<file path="config.mk">
export PLATFORM = sky130hd
export DESIGN_NAME = hb_task_scheduler
export DESIGN_NICKNAME = d
export VERILOG_FILES = /design/src/rtl/hb_task_pkg.sv /design/src/rtl/hb_rr_arbiter.sv /design/src/rtl/hb_task_scheduler.sv
export SDC_FILE = /design/constraint.sdc
export NUM_CORES = 1
export LEC_CHECK = 0
export ABC_AREA = 1
export BUFFER_PORTS_ARGS = -buffer_cell sky130_fd_sc_hd__buf_2
export CORE_UTILIZATION = 39
export DETAILED_ROUTE_END_ITERATION = 10
export PLACE_DENSITY = 0.75
export SLEW_MARGIN = 10
export SYNTH_ARGS = -nofsm -noshare
export SYNTH_HDL_FRONTEND = slang
export SYNTH_SLANG_ARGS = --single-unit
</file>
<file path="constraint.sdc">
create_clock -name clk -period 6.5 [get_ports clk]
set_input_delay 0.325 -clock clk [delete_from_list [all_inputs] [get_ports clk]]
set_output_delay 0.325 -clock clk [all_outputs]
set_load 0.005 [all_outputs]
</file>
<file path="src/rtl/hb_task_pkg.sv">
// Shared types and constants for the task scheduler: dispatcher state
// encoding and the handoff counter width.
package hb_task_pkg;

  localparam int CNT_W = 16;

  typedef enum logic {
    IDLE  = 1'b0,
    ISSUE = 1'b1
  } disp_state_e;

endpackage

</file>
<file path="src/rtl/hb_rr_arbiter.sv">
// Combinational round-robin selector: picks the first requester at or after
// ptr (wrapping) and reports it as a one-hot grant plus its index.
module hb_rr_arbiter #(
  parameter int N  = 4,
  parameter int IW = (N > 1) ? $clog2(N) : 1
) (
  input  logic [N-1:0]  req,
  input  logic [IW-1:0] ptr,
  output logic [N-1:0]  grant,
  output logic [IW-1:0] idx
);

  // Scan from ptr upward; the first requester seen blocks all later ones.
  always_comb begin : scan_blk
    logic          found_s;
    logic          take_s;
    logic [IW-1:0] pos_s;
    grant   = '0;
    idx     = '0;
    found_s = 1'b0;
    take_s  = 1'b0;
    pos_s   = '0;
    for (int k = 0; k < N; k++) begin
      pos_s        = IW'((int'(ptr) + k) % N);
      take_s       = req[pos_s] & ~found_s;
      grant[pos_s] = take_s;
      idx          = take_s ? pos_s : idx;
      found_s      = found_s | req[pos_s];
    end
  end

endmodule

</file>
<file path="src/rtl/hb_task_scheduler.sv">
// Task scheduler: round-robin producer push into an external queue and a
// two-state dispatcher handing queue heads to idle workers round-robin.
module hb_task_scheduler
  import hb_task_pkg::*;
#(
  parameter int NUM_PROD = 4,
  parameter int NUM_WORK = 4,
  parameter int WIDTH    = 32
) (
  input  logic                      clk,
  input  logic                      reset,
  input  logic [NUM_PROD-1:0]       prod_req,
  input  logic [NUM_PROD*WIDTH-1:0] prod_data,
  output logic [NUM_PROD-1:0]       prod_grant,
  output logic                      q_push_req,
  output logic [WIDTH-1:0]          q_data_in,
  input  logic                      q_full,
  input  logic                      q_valid,
  input  logic [WIDTH-1:0]          q_data,
  output logic                      q_pop_req,
  output logic [NUM_WORK-1:0]       wk_valid,
  output logic [WIDTH-1:0]          wk_data,
  input  logic [NUM_WORK-1:0]       wk_ready,
  input  logic [NUM_WORK-1:0]       wk_done,
  input  logic                      dispatch_en,
  output logic [NUM_WORK-1:0]       busy_mask,
  output logic [CNT_W-1:0]          dispatch_cnt
);

  localparam int PW = $clog2(NUM_PROD);
  localparam int WW = $clog2(NUM_WORK);
  localparam logic [PW-1:0] PROD_LAST = PW'(NUM_PROD - 1);
  localparam logic [WW-1:0] WORK_LAST = WW'(NUM_WORK - 1);

  logic [NUM_PROD-1:0] prod_req_s;
  logic [NUM_PROD-1:0] prod_grant_s;
  logic [PW-1:0]       prod_idx_s;
  logic [PW-1:0]       rr_prod_ptr_r;
  logic [NUM_WORK-1:0] work_grant_s;
  logic [WW-1:0]       work_idx_s;
  logic [WW-1:0]       rr_work_ptr_r;
  disp_state_e         state_r;
  disp_state_e         state_next_s;
  logic                pop_s;
  logic                hs_s;
  logic [NUM_WORK-1:0] wk_valid_s;
  logic [NUM_WORK-1:0] busy_r;
  logic [NUM_WORK-1:0] busy_next_s;
  logic [CNT_W-1:0]    cnt_r;
  logic [WIDTH-1:0]    task_r;
  logic [WW-1:0]       task_idx_r;
  logic [WIDTH-1:0]    push_data_s;

  // Producers only compete while the queue can take a word and not in reset.
  always_comb begin
    if (reset || q_full) begin
      prod_req_s = '0;
    end else begin
      prod_req_s = prod_req;
    end
  end

  hb_rr_arbiter #(.N(NUM_PROD), .IW(PW)) u_prod_arb (
    .req   (prod_req_s),
    .ptr   (rr_prod_ptr_r),
    .grant (prod_grant_s),
    .idx   (prod_idx_s)
  );

  hb_rr_arbiter #(.N(NUM_WORK), .IW(WW)) u_work_arb (
    .req   (~busy_r),
    .ptr   (rr_work_ptr_r),
    .grant (work_grant_s),
    .idx   (work_idx_s)
  );

  // One-hot AND-OR mux of producer words; zero when nobody is granted.
  always_comb begin
    push_data_s = '0;
    for (int i = 0; i < NUM_PROD; i++) begin
      push_data_s = push_data_s | ({WIDTH{prod_grant_s[i]}} & prod_data[i*WIDTH +: WIDTH]);
    end
  end

  // Dispatcher next-state and strobes; pop happens in the same cycle as the decision.
  always_comb begin
    state_next_s = state_r;
    pop_s        = 1'b0;
    hs_s         = 1'b0;
    wk_valid_s   = '0;
    if (reset) begin
      state_next_s = IDLE;
    end else begin
      case (state_r)
        IDLE: begin
          if (dispatch_en && q_valid && (|work_grant_s)) begin
            pop_s        = 1'b1;
            state_next_s = ISSUE;
          end else begin
            state_next_s = IDLE;
          end
        end
        ISSUE: begin
          wk_valid_s[task_idx_r] = 1'b1;
          if (wk_ready[task_idx_r]) begin
            hs_s         = 1'b1;
            state_next_s = IDLE;
          end else begin
            state_next_s = ISSUE;
          end
        end
        default: begin
          state_next_s = IDLE;
        end
      endcase
    end
  end

  // Completion clears a busy bit, but a same-cycle handoff to that worker wins.
  always_comb begin
    busy_next_s = busy_r & ~wk_done;
    if (hs_s) begin
      busy_next_s[task_idx_r] = 1'b1;
    end else begin
      busy_next_s = busy_next_s;
    end
  end

  // State, pointers, latched task and counters.
  always_ff @(posedge clk) begin
    if (reset) begin
      state_r       <= IDLE;
      rr_prod_ptr_r <= '0;
      rr_work_ptr_r <= '0;
      busy_r        <= '0;
      cnt_r         <= '0;
      task_r        <= '0;
      task_idx_r    <= '0;
    end else begin
      state_r <= state_next_s;
      busy_r  <= busy_next_s;
      if (|prod_grant_s) begin
        rr_prod_ptr_r <= (prod_idx_s == PROD_LAST) ? '0 : prod_idx_s + 1'b1;
      end
      if (pop_s) begin
        task_r     <= q_data;
        task_idx_r <= work_idx_s;
      end
      if (hs_s) begin
        cnt_r         <= cnt_r + CNT_W'(1);
        rr_work_ptr_r <= (task_idx_r == WORK_LAST) ? '0 : task_idx_r + 1'b1;
      end
    end
  end

  assign prod_grant   = prod_grant_s;
  assign q_push_req   = |prod_grant_s;
  assign q_data_in    = push_data_s;
  assign q_pop_req    = pop_s;
  assign wk_valid     = wk_valid_s;
  assign wk_data      = task_r;
  assign busy_mask    = busy_r;
  assign dispatch_cnt = cnt_r;

endmodule

</file>
---- After elaboration in Yosys (flattened, before gate mapping) ----
Cells that the tools add are included.
cells by class
  add/sub/neg operators ................... 9
  order comparisons ....................... 18
  eq/ne operators ......................... 2
  multiplexer cells ....................... 64
  bitwise operators ....................... 30
  reductions and logical operators ........ 14
operator list
  operator               number
  $and 32x32->32         4
  $or 32x32->32          3
  $lt 2x3->1 const B     9
  $mux 1                 25
  $bwmux 4               6
  $mux 2                 10
  $bmux 1 s2             9
  $demux 1 s2            9
  $ge 2x1->1 const B     9
  $add 16x1->16 const B  1
  $mux 4                 4
  $and 4x4->4            3
  $logic_and 1x1->1      11
  $add 2x1->2 const B    4
  $add 2x2->2 const B    4
  $not 4->4              2
  $reduce_or 4->1        2
  $not 1->1              7
  $and 1x1->1            6
  $eq 2x2->1 const B     2
  $or 1x1->1             4
  $or 4x4->4             1
  $pmux 1 s2             1
  $logic_or 1x1->1       1
word-level totals
  register bits ........................... 59
  bits of input ports ..................... 177
  output and inout bits ................... 94
  logic and storage cells ................. 144

---- Logic depth before layout (Yosys ltp) ----
  depth after elaboration ................. 13
  gate-level depth with buffers ........... 17

---- Cells and area by module ----
A second synthesis with hierarchy kept.
second synthesis, totals
  cell total of the unflattened synthesis .. 703
  area total of the unflattened synthesis .. 4262.8 um2
by module, submodules not included
  module                      times used  cells each  area each (um2)  seq. area each (um2)
  hb_task_scheduler           1           528         3254.4           1181.1
  hb_rr_arbiter (u_work_arb)  1           90          516.7            0.0
  hb_rr_arbiter (u_prod_arb)  1           85          491.7            0.0

---- Worst setup path before layout ----
Ideal clock, no wire load.
  path kind ............................... reg-to-output
  start ................................... reg rr_prod_ptr_r[0]
  end ..................................... out q_data_in[22]
  arrival ................................. 2092 ps
  setup slack ............................. 4083 ps
  stages on the path, launching flop included .. 15
  path buffers ............................ 1
  path through ............................ dfxtp_1 -> inv_2 -> ha_1 -> inv_1 -> nand3_1 -> nand2_1 -> nand2_1 -> nor2_1 -> nand2_1 -> nor2_1 -> inv_1 -> nand2_2 -> buf_4 -> nand2_1 -> nand4_1
between the ends
  longest elaborated chain between the ends .. 12
  elaborated cells between the ends (all ways) .. 50
RTL lines
  item                                                                   RTL line                                  text
  from (decl)                                                            hb_task_scheduler.sv:38                   logic [PW-1:0] rr_prod_ptr_r;
  from (signal assigned)                                                 hb_task_scheduler.sv:143                  rr_prod_ptr_r <= (prod_idx_s == PROD_LAST) ? '0 : prod_idx_s + 1'b1;
  $add 2x1->2, or another cell as far along                              hb_rr_arbiter.sv:24                       pos_s = IW'((int'(ptr) + k) % N);
  $lt 2x3->1 (implied by the code), or another cell as far along         hb_rr_arbiter.sv:26                       grant[pos_s] = take_s;
  $logic_and 1x1->1 (implied by the code), or another cell as far along  hb_rr_arbiter.sv:26
  $mux 1 (implied by the code), or another cell as far along             hb_rr_arbiter.sv:26
  $demux 1 s2, or another cell as far along                              n/a
  $bwmux 4, or another cell as far along                                 hb_rr_arbiter.sv:26
  $bwmux 4 / $and 1x1->1 (equally long branches)                         hb_rr_arbiter.sv:26, hb_rr_arbiter.sv:25
  $bwmux 4 (*)                                                           hb_rr_arbiter.sv:26
  net prod_grant[1]                                                      hb_task_scheduler.sv:14                   output logic [NUM_PROD-1:0] prod_grant,
  $and 32x32->32 (*)                                                     hb_task_scheduler.sv:81                   push_data_s = push_data_s | ({WIDTH{prod_grant_s[i]}} & prod_data[i*WIDTH +: WIDTH]);
  $or 32x32->32 (*) (3 in series)                                        hb_task_scheduler.sv:81
  to (decl)                                                              hb_task_scheduler.sv:16                   output logic [WIDTH-1:0] q_data_in,
Mark *: on every way through the listed nets, which the timed path passes. The rest lies on a longest branch. The select of a mux whose other input is x is not followed.

---- Worst setup path after layout ----
  start ................................... reg rr_prod_ptr_r[0]
  end ..................................... out q_data_in[30]
between the ends
  longest elaborated chain between the ends .. 12
  elaborated cells between the ends (all ways) .. 50
RTL lines
  item                                                                   RTL line
  $add 2x1->2, or another cell as far along                              hb_rr_arbiter.sv:24
  $lt 2x3->1 (implied by the code), or another cell as far along         hb_rr_arbiter.sv:26
  $logic_and 1x1->1 (implied by the code), or another cell as far along  hb_rr_arbiter.sv:26
  $mux 1 (implied by the code), or another cell as far along             hb_rr_arbiter.sv:26
  $demux 1 s2, or another cell as far along                              n/a
  $bwmux 4, or another cell as far along                                 hb_rr_arbiter.sv:26
  $bwmux 4 / $and 1x1->1 (equally long branches)                         hb_rr_arbiter.sv:26, hb_rr_arbiter.sv:25
  $bwmux 4 (*)                                                           hb_rr_arbiter.sv:26
  $and 32x32->32                                                         hb_task_scheduler.sv:81
  $or 32x32->32 (2 in series)                                            hb_task_scheduler.sv:81
  $or 32x32->32 (*)                                                      hb_task_scheduler.sv:81
Mark *: on every way between the ends. The rest lies on a longest branch, timed or not. The select of a mux whose other input is x is not followed.

==> summary.txt <==
Clock tree
  – CTS Root Cell: clkbuf_8
  – Clk slew on worst S/H paths: 60 ps
  – H-tree Lvls: 3
  – Cts hold-fix bufs: 0
  – CTS max path bufs: 2
  – CTS tree: done
  – Post-CTS setup buffers: 0
  – CTS buffer count: 9
  – Sink Count: 59
  – Worst skew pair latency: 340 ps
  – # resized after CTS: 0

Timing
  – Setup violations, final: 0
  – Fin. Hold Viols: 0
  – Slew headroom: 0.294
  – Final period utilization: 0.625
  – Setup_tns: 0 ps
  – Slew Viols, Final: 0
  – Fmax: 246 MHz
  – Final clock skew: 7.80 ps
  – RSZ-0062 raised after global routing: no
  – Slew @ Worst Pin: 1060 ps
  – Min cycle time layout: 4060 ps

Worst hold path
  – Tightest Hold Check Type: input port to flop

Global routing
  – Vias in the first global route: 5070
  – Initial antenna violation count: 0
  – Gr usage total: 0.294
  – Met2 global-route usage: 0.489
  – First-pass GRT wire length: 25.5 mm
  – Busiest grt layer: met2
  – M1 GR Usage: 0.352
  – Congestion Overflow GR: 0
  – Met3 Resource Use GR: 0.0971
  – Largest net degree at the start of global routing: 43

Critical path
  – Critical path type: flop to output pin
  – Worst setup SP type: flop
  – Crit end category: output pin
  – Arr. time, crit path: 3740 ps
  – CP Cell Sequence: inv_2 > ha_1 > inv_1 > nand3_1 > nand2_1 > nand2_1 > nor2_1 > nand2_1 > nand2_1 > nand2_1 > inv_1 > nand2_1 > nand4_1 > buf_2
  – Critical path required time: 6170 ps
  – Slowest stage cell, crit path: inv_1
  – CP bufs+invs: 4
  – Crit path max-delay family: simple AND/OR/NAND/NOR gates
  – Critical path peak fanout: 33
  – Most frequent CP cell: nand2_1
  – Largest stage delay, worst path: 760 ps

Floorplan
  – Core area: 0.00995 mm²
  – Num ports: 271
  – Horiz. Die Dim: 104 µm
  – Die height: 104 µm
  – Row count: 36
  – Full die area: 0.0109 mm²
  – Initial core utilization: 0.410

Synthesis
  – Cell taking the most area after synthesis: dfxtp_1
  – Yosys warns: 0
  – Avg Inst Size Synth: 6.03 µm²
  – Mapped Nets: 872
  – Synth area leaders: dfxtp_1 (29%), nand2_1 (25%), nand3_1 (8.7%), nand4_1 (6.0%), a21oi_1 (5.6%)
  – Synth top area share: 0.289
  – Gate Count Post-Synth: 677
  – #FFs+latches synth: 59
  – Post-synthesis sequential area ratio: 0.289
  – Synth Cell Area: 0.00408 mm²
  – Synth unique cells: 33

Pwr
  – Design Power: 1.80 mW
  – Pleak: 3.05 nW
  – Worst vdd ir: 0.276 mV
  – Total power per unit cell area: 319 mW/mm²

Route
  – Drt first pass iters: 5
  – Vias: 5411
  – 1st-iter DRT viols: 392
  – Total Wirelength: 16.3 mm
  – Routed Antenna Nets: 0
  – Via density: 5.07
  – # DRC: 0
  – Post-detailed-route wirelength per cell: 15.2 µm

Cells and area
  – Design area: 0.00564 mm²
  – Post-layout net count: 1125
  – Fin cells: 1067
  – Area Growth Syn to Fin: 38.1%
  – Fill count: 1011
  – Share of cells above drive strength 1: 0.330
  – Antenna diodes: 0

Placement
  – Cells after DPL: 1052
  – DP Wirelength: 13.0 mm
  – Cell area after placement: 0.00545 mm²
  – Gpl congestion: 0.935
  – I/O Buffers: 270

Job
  – Max-cap violations: 0

Outcome
  – Outcome: completed
## power breakdown
group          internal (mW)  switching [mW]  total [mW]  leakage [nW]
combinational          0.380           0.691        1.07          2.46
sequential             0.383          0.0225       0.406         0.480
clock                  0.184           0.140       0.324         0.102
## metrics by stage
step | setup WS (ps) | utilization | hold slack, ps
floorplan | 4080 | - | 455
global placement | 2910 | 0.547 | 447
detailed placement | 2870 | 0.547 | 451
CTS | 2550 | 0.566 | 199
global route | 2190 | 0.566 | 211
finish | 2440 | 0.566 | 211
## layer usage
metal	vias up	part of all wire
li1	2703	-
met1	2412	0.42
met2	266	0.46
met3	30	0.10
met4	0	0.024
met5	-	0
## cell type report
type	count	area (µm²)	share of cell area
clock buffers	10	138	0.0244
clock inverters	5	53.8	0.00954
inverters	56	210	0.0373
multi-input cells	534	2540	0.450
flip-flops and latches	59	1180	0.209
well taps	133	166	0.0295
repair buffers	270	1350	0.240
## tightest hold or removal path, delay by kind of cell
family / cells / cell delay [ps]
buffers and inverters: 1 / 70
AND/OR/NAND/NOR: 2 / 110
## worst paths after layout
kind,from,endpoint,slack [ps],depth (start not counted)
max,rr_prod_ptr_r[0]$_SDFFE_PP0P_,q_data_in[30],2440,14
min,q_data[21],wk_data[21]$_SDFFE_PP0P_,210,3
max reg2reg,rr_prod_ptr_r[0]$_SDFFE_PP0P_,rr_prod_ptr_r[0]$_SDFFE_PP0P_,3460,15
min reg2reg,wk_data[29]$_SDFFE_PP0P_,wk_data[29]$_SDFFE_PP0P_,460,2
## placed cells by master (no fill, tap or decap), types with 6 or more instances in the layout
cell type	count
dfxtp_1	59
nand3_1	71
ha_1	18
nor2_1	44
o21ai_0	12
buf_2	270
a21oi_1	46
nand2_2	6
inv_1	50
nand4_1	39
nand2_1	274
clkbuf_8	10
inv_2	6
## registers in the layout, summed over array words and instances (netlist names)
| register | flops |
|---|---|
| state_r | 1 |
| task_idx_r | 2 |
| rr_prod_ptr_r | 2 |
| wk_data | 32 |
| rr_work_ptr_r | 2 |
| busy_mask | 4 |
| dispatch_cnt | 16 |
## logic make-up (layout without fill, tap and decap cells)
group | count (synthesis) | after routing | share of synthesized area
fa+ha+maj | 18 | 18 | 0.0551
buf+inv | 84 | 341 | 0.0892
compound gates | 69 | 69 | 0.0944
simple gates | 447 | 447 | 0.472
flops | 59 | 59 | 0.289
## cell usage after synthesis, drive strengths merged
master,n
a211oi,1
a21boi,1
a21o,1
a21oi,47
a31oi,1
and3,2
buf,20
clkbuf,8
dfxtp,59
ha,18
inv,56
nand2,283
nand3,71
nand4,39
nor2,47
nor3,3
o211ai,1
o21a,1
o21ai,13
o221a,1
o221ai,1
o22ai,1
or2,2
No activity file was read; power rests on OpenSTA's default activity.
